<file path="config.mk">
export PLATFORM = sky130hd
export DESIGN_NAME = bp_cacc_msg_arbiter
export DESIGN_NICKNAME = d
export VERILOG_FILES = /design/src/rtl/bp_cacc_msg_arbiter.sv
export SDC_FILE = /design/constraint.sdc
export NUM_CORES = 2
export LEC_CHECK = 0
export CAP_MARGIN = 25
export CORE_AREA = 4 4 666 668
export DETAILED_ROUTE_END_ITERATION = 7
export DIE_AREA = 0 0 670 672
export GPL_TIMING_DRIVEN = 0
export HOLD_SLACK_MARGIN = 0.08
export PLACE_DENSITY = 0.3
export SYNTH_ARGS = -nofsm -noshare
export SYNTH_HDL_FRONTEND = slang
export SYNTH_SLANG_ARGS = --single-unit
</file>
<file path="constraint.sdc">
create_clock -name clk_i -period 45.6 [get_ports clk_i]
set_input_delay 9.12 -clock clk_i [delete_from_list [all_inputs] [get_ports clk_i]]
set_output_delay 9.12 -clock clk_i [all_outputs]
set_load 0.005 [all_outputs]
</file>
<file path="src/rtl/bp_cacc_msg_arbiter.sv">
// Round-robin arbiter that merges num_src_p BedRock message streams into one channel.
// Each source has a credit counter, and a 2-entry FIFO sits between the grant and the downstream port.
module bp_cacc_msg_arbiter #(
  parameter int num_src_p      = 2,
  parameter int hdr_width_p    = 64,
  parameter int data_width_p   = 512,
  parameter int credits_p      = 4,
  parameter int credit_width_p = $clog2(credits_p + 1)
) (
  input  logic                              clk_i,
  input  logic                              reset_i,
  input  logic [num_src_p*hdr_width_p-1:0]  src_header_i,
  input  logic [num_src_p*data_width_p-1:0] src_data_i,
  input  logic [num_src_p-1:0]              src_v_i,
  output logic [num_src_p-1:0]              src_ready_and_o,
  output logic [hdr_width_p-1:0]            header_o,
  output logic [data_width_p-1:0]           data_o,
  output logic [$clog2(num_src_p)-1:0]      src_id_o,
  output logic                              v_o,
  input  logic                              ready_and_i,
  input  logic [num_src_p-1:0]              credit_return_i,
  output logic                              credit_err_o
);

  localparam int id_width_lp = $clog2(num_src_p);

  typedef logic [credit_width_p-1:0] credit_t;
  typedef logic [id_width_lp-1:0]    id_t;

  localparam credit_t credit_max_lp = credit_t'(credits_p);
  localparam id_t     rr_init_lp    = id_t'(num_src_p - 1);

  // Arbitration state
  id_t     rr_q, rr_d;
  credit_t credit_q [num_src_p];
  credit_t credit_d [num_src_p];
  logic    err_q, err_d;

  // FIFO storage and pointers
  logic [hdr_width_p-1:0]  hdr_mem_q  [2];
  logic [hdr_width_p-1:0]  hdr_mem_d  [2];
  logic [data_width_p-1:0] data_mem_q [2];
  logic [data_width_p-1:0] data_mem_d [2];
  id_t                     id_mem_q   [2];
  id_t                     id_mem_d   [2];
  logic                    wr_ptr_q, wr_ptr_d;
  logic                    rd_ptr_q, rd_ptr_d;
  logic [1:0]              count_q, count_d;

  logic [num_src_p-1:0]    elig;
  logic [num_src_p-1:0]    grant;
  logic                    grant_v;
  id_t                     grant_idx;
  logic [hdr_width_p-1:0]  sel_hdr;
  logic [data_width_p-1:0] sel_data;
  logic                    enq;
  logic                    deq;
  logic                    fifo_full;

  assign fifo_full = (count_q == 2'd2);

  // Scan upward from rr+1 and take the first eligible source; the index wraps at num_src_p-1,
  // which also covers source counts that are not a power of two.
  always_comb begin
    int unsigned idx;
    idx       = 0;
    elig      = '0;
    grant     = '0;
    grant_v   = 1'b0;
    grant_idx = '0;
    for (int unsigned i = 0; i < num_src_p; i++) begin
      elig[i] = src_v_i[i] && (credit_q[i] != '0) && !fifo_full && !reset_i;
    end
    for (int unsigned off = 1; off <= num_src_p; off++) begin
      idx = 32'(rr_q) + off;
      if (idx >= num_src_p) idx = idx - num_src_p;
      if (!grant_v && elig[idx]) begin
        grant_v   = 1'b1;
        grant_idx = idx[id_width_lp-1:0];
      end
    end
    if (grant_v) grant[grant_idx] = 1'b1;
  end

  always_comb begin
    sel_hdr  = '0;
    sel_data = '0;
    for (int unsigned i = 0; i < num_src_p; i++) begin
      if (grant[i]) begin
        sel_hdr  = src_header_i[i*hdr_width_p +: hdr_width_p];
        sel_data = src_data_i[i*data_width_p +: data_width_p];
      end
    end
  end

  assign src_ready_and_o = grant;
  assign enq             = grant_v;
  assign deq             = v_o && ready_and_i;

  always_comb begin
    rr_d       = rr_q;
    wr_ptr_d   = wr_ptr_q;
    rd_ptr_d   = rd_ptr_q;
    count_d    = count_q;
    hdr_mem_d  = hdr_mem_q;
    data_mem_d = data_mem_q;
    id_mem_d   = id_mem_q;
    if (enq) begin
      rr_d                 = grant_idx;
      hdr_mem_d[wr_ptr_q]  = sel_hdr;
      data_mem_d[wr_ptr_q] = sel_data;
      id_mem_d[wr_ptr_q]   = grant_idx;
      wr_ptr_d             = ~wr_ptr_q;
    end
    if (deq) rd_ptr_d = ~rd_ptr_q;
    case ({enq, deq})
      2'b10:   count_d = count_q + 2'd1;
      2'b01:   count_d = count_q - 2'd1;
      default: count_d = count_q;
    endcase
  end

  // An accept and a return in the same cycle cancel out. A return at full credit stays saturated and raises the sticky error.
  always_comb begin
    credit_d = credit_q;
    err_d    = err_q;
    for (int unsigned i = 0; i < num_src_p; i++) begin
      if (grant[i] && !credit_return_i[i]) begin
        credit_d[i] = credit_q[i] - credit_t'(1);
      end else if (credit_return_i[i] && !grant[i]) begin
        if (credit_q[i] == credit_max_lp) err_d = 1'b1;
        else credit_d[i] = credit_q[i] + credit_t'(1);
      end
    end
  end

  always_ff @(posedge clk_i or posedge reset_i) begin
    if (reset_i) begin
      rr_q     <= rr_init_lp;
      err_q    <= 1'b0;
      wr_ptr_q <= 1'b0;
      rd_ptr_q <= 1'b0;
      count_q  <= '0;
      for (int unsigned i = 0; i < num_src_p; i++) credit_q[i] <= credit_max_lp;
      for (int unsigned e = 0; e < 2; e++) begin
        hdr_mem_q[e]  <= '0;
        data_mem_q[e] <= '0;
        id_mem_q[e]   <= '0;
      end
    end else begin
      rr_q       <= rr_d;
      err_q      <= err_d;
      wr_ptr_q   <= wr_ptr_d;
      rd_ptr_q   <= rd_ptr_d;
      count_q    <= count_d;
      credit_q   <= credit_d;
      hdr_mem_q  <= hdr_mem_d;
      data_mem_q <= data_mem_d;
      id_mem_q   <= id_mem_d;
    end
  end

  assign v_o          = (count_q != 2'd0);
  assign header_o     = hdr_mem_q[rd_ptr_q];
  assign data_o       = data_mem_q[rd_ptr_q];
  assign src_id_o     = id_mem_q[rd_ptr_q];
  assign credit_err_o = err_q;

endmodule
</file>
---- Yosys cells after proc, flatten, opt, wreduce, memory -nomap -nowiden ----
Cells that the tools add are included.
operators by class
  add/subtract/negate cells ............... 10
  multipliers ............................. 0
  div/mod/pow operators ................... 0
  order comparisons ....................... 9
  equality and inequality tests ........... 7
  shift-type cells ........................ 0
  mux-type cells .......................... 48
  bitwise logic cells ..................... 4
  reduce and logical (&&, ||, !) cells .... 29
operators by type and width
  cell                                                       count
  two-way mux 512 bit                                        6
  bitwise mux 1024 bit                                       1
  demux 512 bit (select 1 bit)                               1
  two-way mux 64 bit                                         6
  bitwise mux 128 bit                                        1
  demux 64 bit (select 1 bit)                                1
  < comparator 32 x 2 -> 1 bit (second input constant)       2
  two-way mux 32 bit                                         2
  two-way mux 1 bit                                          19
  two-way mux 3 bit                                          6
  logical AND 1 bit                                          14
  nonzero test 2 bit                                         4
  logical NOT 1 bit                                          7
  adder 3 x 1 -> 3 bit (second input constant)               2
  equality test 3 bit (second input constant)                2
  greater-or-equal comparator 2 bit (second input constant)  3
  nonzero test 3 bit                                         2
  subtractor 3 x 1 -> 3 bit (second input constant)          2
  equality test 2 bit (second input constant)                2
  != test 2 bit (second input constant)                      2
  NOT 1 -> 2 bit                                             2
  case mux 2 bit (2 select lines)                            1
  AND reduction 2 bit                                        2
  subtractor 3 x 2 -> 4 bit (second input constant)          1
  14 further kinds                                           16
storage, ports and cells
  flip-flop bits (word level) ............. 1166
  latch bits .............................. 0
  memory bits (writable) .................. 0
  ROM bits ................................ 0
  output and inout port bits .............. 581
  word-level logic and storage cells ...... 120
  memories kept ........................... 0

---- Depth between registers and ports, before layout ----
  word-level depth ........................ 22
  mapped depth ............................ 13
  gate-level depth less buffers ........... 11

---- Worst setup path before layout ----
OpenSTA, ideal clock, no wires.
  path type ............................... input -> register
  from .................................... in reset_i
  to ...................................... reg data_mem_q[570] (netlist bit)
  arrival time ............................ 36.859 ns
  data required time ...................... 45.468 ns
  path slack .............................. 8.609 ns
  stages .................................. 8
  path buffers ............................ 4
  path through ............................ inv_1 o2111ai_1 buf_2 buf_4 buf_2 clkbuf_1 nand2_1 o21ai_1
between the ends
  word-level cells in the longest chain between the ends .. 16
  elaborated cells between the ends (all ways) .. 22
  classes of those cells .................. order compare (2); mux (14); reduce/logical (6)
ends and longest elaborated chain
  element                                                                                                 RTL line  RTL
  from (decl)                                                                                             11        input logic reset_i,
  logical NOT 1 bit (no line) (*)                                                                         n/a
  logical AND 1 bit                                                                                       72        elig[i] = src_v_i[i] && (credit_q[i] != '0) && !fifo_full && !reset_i;
  two-way mux 1 bit (implied by the code) (2 in a row)                                                    77        if (!grant_v && elig[idx]) begin
  two-way mux 1 bit                                                                                       77
  logical NOT 1 bit                                                                                       77
  logical AND 1 bit                                                                                       77
  two-way mux 1 bit                                                                                       77
  < comparator 1 x 2 -> 1 bit (implied by the code) or greater-or-equal comparator 1 bit (tied branches)  82        if (grant_v) grant[grant_idx] = 1'b1;
  logical AND 1 bit (implied by the code)                                                                 82
  two-way mux 1 bit (implied by the code)                                                                 82
  demux 1 bit (select 1 bit)                                                                              82
  two-way mux 2 bit                                                                                       82
  two-way mux 512 bit (2 in a row)                                                                        89        if (grant[i]) begin
  bitwise mux 1024 bit                                                                                    111       data_mem_d[wr_ptr_q] = sel_data;
  to (signal assigned)                                                                                    158       data_mem_q <= data_mem_d;
  to (decl)                                                                                               42        logic [data_width_p-1:0] data_mem_q [2];
Mark *: on every way between the ends. The rest lies on a longest branch, timed or not. The select of a mux whose other input is x is not followed.
A chain may end at the register's enable or synchronous reset.

---- Worst setup path after layout ----
  from .................................... in reset_i
  to ...................................... out src_ready_and_o[1]
between the ends
  word-level cells in the longest chain between the ends .. 13
  elaborated cells between the ends (all ways) .. 19
  classes of those cells .................. order compare (2); mux (11); reduce/logical (6)
ends and longest elaborated chain
  element                                                                                                 RTL line  RTL
  logical NOT 1 bit (no line) (*)                                                                         n/a
  logical AND 1 bit                                                                                       72
  two-way mux 1 bit (implied by the code) (2 in a row)                                                    77
  two-way mux 1 bit                                                                                       77
  logical NOT 1 bit                                                                                       77
  logical AND 1 bit                                                                                       77
  two-way mux 1 bit                                                                                       77
  < comparator 1 x 2 -> 1 bit (implied by the code) or greater-or-equal comparator 1 bit (tied branches)  82
  logical AND 1 bit (implied by the code)                                                                 82
  two-way mux 1 bit (implied by the code)                                                                 82
  demux 1 bit (select 1 bit)                                                                              82
  two-way mux 2 bit (*)                                                                                   82
  to (decl)                                                                                               15        output logic [num_src_p-1:0] src_ready_and_o,
Marked as above.

==> results.md <==
- Status: complete, no violations
- Finished Cell Area: approximately 84000 um^2
- Peak VDD IR: about 30 uV
- Root Driver: clkbuf_16
- Layout cells sized above 1: between 10% and 20%
- Critical path cell sequence: clkdlybuf4s50_1, nor3_1, o31ai_1, inv_2, buf_2, clkbuf_1, clkdlybuf4s50_1
- Hold Path Class: flip-flop to flip-flop
- DR pass1 iterations: 5
- Synth Register Bits: 1166
- Synth cell count leaders: dfrtp_1, nand2_1, nor2_1
- GRT overflow: 0
- CTS tree: yes
- CP bufs+invs: 5
- Synth top area cells: dfrtp_1, mux2_2, a22oi_1
- Largest net degree at the start of global routing: ~120
- FMAX: roughly 0.046 GHz
- CP endpoint kind: output port
- Final period util: around 48%
- CP top delay family: buffers and inverters
- Hold Vio Cnt, Final: 0
- Arr. time, crit path: 12.55 ns
- CORE AREA: about 440000 um^2
- Worst-margin pin slew: 1.49 ns
- DRC violations left: 0
- Most frequent CP cell: clkdlybuf4s50_1
- # placed instances: about 13k
- First-pass GRT wire length: between 500000 and 600000 um
- Post-layout util: between 10% and 20%
- NumNets Final: approximately 8.3k
- Leak: around 32 nW
- Required @ worst endpoint: ~36 ns
- Number of H-tree levels: 4
- Slowest CP cell: clkdlybuf4s50_1
- Fin cells: 13.0k
- Max FO, Critical Path: 11
- DR vias: around 51k
- Post-synth EDFFs: 0
- Fin crit period: between 20 and 25 ns
- Chip height: between 600 and 700 um
- Initial antenna violation count: 316
- M3 GR Usage: approximately 6.6%
- Post-Syn Area: between 50000 and 60000 um^2
- Post-synthesis sequential area ratio: 55.4%
- Max stage delay on crit path: between 0.8 and 0.9 ns
- Met1 Usage GRT: about a fifth
- Synthesized Nets: between 6k and 7k
- Cell variety after synth: 34
- CTS Hold Bufs: 0
- Area fraction of the dominant cell type after synthesis: between 50 and 60%
- PortBufs: ~1.7k
- # clock sinks: between 1k and 1.5k
- GRT Total Usage: a little under a fifth
- GRT busiest layer: met2
- Final setup viols: 0
- Slew Viols, Final: 0
- Max_slew headroom: less than 1%
- Yosys warnings: 0
- Initial Utilization: 12.0%
- DR vias/cell: between 3 and 4
- Post-Route Setup TNS: 0 ns
- Post-synth top flop: dfrtp_1
- Remaining antenna violation count: 0
- RSZ-0062 raised after global routing: no
- Startpoint types: input port
- Async set-reset flop share out of synthesis: 100%
- Placement row count: roughly 240
- CP Class: input port to output port
- I/O pin cnt: about 1.7k
- Worst-Skew Late Latency: 0.86 ns
- Vias in the first global route: approximately 53k
- DP Wirelength: roughly 350000 um
- Setup Buffers After CTS: 0
- Met2 usage: 30.9%
- Routability cong.: 0.970
- Cts repair resizes: 0
- Die extent in x: 670 um
- DP Area: around 80000 um^2
- Routed wire length per instance: 32.4 um
- Post-Syn Area per Cell: a little over 10 um^2
- Post-synth top area cell: dfrtp_1
- Count leader, synth: dfrtp_1
- Max-Cap Viols: 0
- Clock Tree Buf Depth: 4
- Drt total wl: 423000 um
- Synth-to-Final Area Change: 58.8%
- Num CTS Buffers: around 170
- Mapped Cells: 5149
- Power Dens Cells: around 74 nW/um^2
- Clock skew: between 0.05 and 0.06 ns
- Die Area: around 450000 um^2
- Worst-path clk slew: 0.05 ns
- Initial DRC count: just under 4k
metal layers:
layer	vias to the layer above	wire, um
li1	22200	-
met1	26000	163000
met2	2253	207000
met3	748	37900
met4	152	14300
met5	-	957
area by class of cell:
class	count	area [um^2]
fillers	48200	354000
flip-flops and latches	1166	29200
multi-input cells	3520	21400
repair buffers	1772	18100
well taps	5757	7200
clock buffers	237	4900
plain buffers	448	1970
clock inverters	51	522
diodes	78	195
inverters	15	63.8
layout by cell type, fill, tap and decap left out, types with 21 or more instances in the layout:
cell | Yosys | routed
o21ai_1 | 533 | 533
o21ai_0 | 48 | 48
diode_2 | 0 | 78
mux2_2 | 578 | 578
clkbuf_8 | 0 | 44
clkbuf_1 | 257 | 274
a21oi_1 | 561 | 561
clkdlybuf4s50_1 | 0 | 1739
buf_1 | 21 | 21
nor2_1 | 582 | 582
nand2_1 | 585 | 585
buf_2 | 142 | 142
a22oi_1 | 576 | 576
dfrtp_1 | 1163 | 1163
buf_4 | 28 | 28
clkinv_2 | 0 | 25
clkbuf_16 | 0 | 168
sequential cells by signal, indices dropped and copies added (netlist names):
register	count
count_q	2
credit_err_o	1
credit_q	6
data_mem_q	1024
hdr_mem_q	128
id_mem_q	2
rd_ptr_q	1
rr_q	1
wr_ptr_q	1
cell families (layout without fill, tap and decap cells):
group           Yosys count  in the layout  share of synthesized area, %
compound gates         1754           1754                          19.7
simple gates           1175           1175                          8.41
flops                  1166           1166                          55.4
mux                     578            578                          12.4
buf+inv                 463           2523                          3.84
fa+ha+maj                 7              7                         0.195
xor+xnor                  6              6                        0.0998
other cells               0             78                             0
power breakdown:
group | internal, W | switching (W)
Combinational | 0.00136 | 0.00178
Sequential | 0.00149 | 0.000218
Clock | 0.000780 | 0.000539
final timing paths:
kind | startpoint | to | slack (ns) | cells after the start
worst min register to register | data_mem_q[705]$_DFFE_PP0P_ | data_mem_q[705]$_DFFE_PP0P_ | 0.47 | 2
worst max-delay path | reset_i | src_ready_and_o[1] | 23.93 | 7
max in group asynchronous | reset_i | data_mem_q[122]$_DFFE_PP0P_ | 33.98 | 6
min in group asynchronous | reset_i | data_mem_q[881]$_DFFE_PP0P_ | 8.83 | 2
worst max register to register | credit_q[5]$_DFFE_PP1P_ | hdr_mem_q[44]$_DFFE_PP0P_ | 41.17 | 7
worst min-delay path | data_mem_q[705]$_DFFE_PP0P_ | data_mem_q[705]$_DFFE_PP0P_ | 0.47 | 2
per-stage QoR:
stage                     hold WS, ns  setup slack [ns]  power (W)
final                           0.475             23.93    0.00617
after global routing            0.498             23.68    0.00652
after CTS                       0.479             23.80    0.00631
after detailed placement        0.467             23.83    0.00493
after global placement          0.459            -13.87    0.00490
after floorplan                 0.446              3.61    0.00297
worst reg2reg max path, delay by kind of cell, from the launching register on:
kind | cells | cell delay (ns)
AO/OA/AOI/OAI | 3 | 0.67
buffers and inverters | 4 | 2.98
flip-flops | 1 | 0.58
Power figures use the tool's default switching activity.
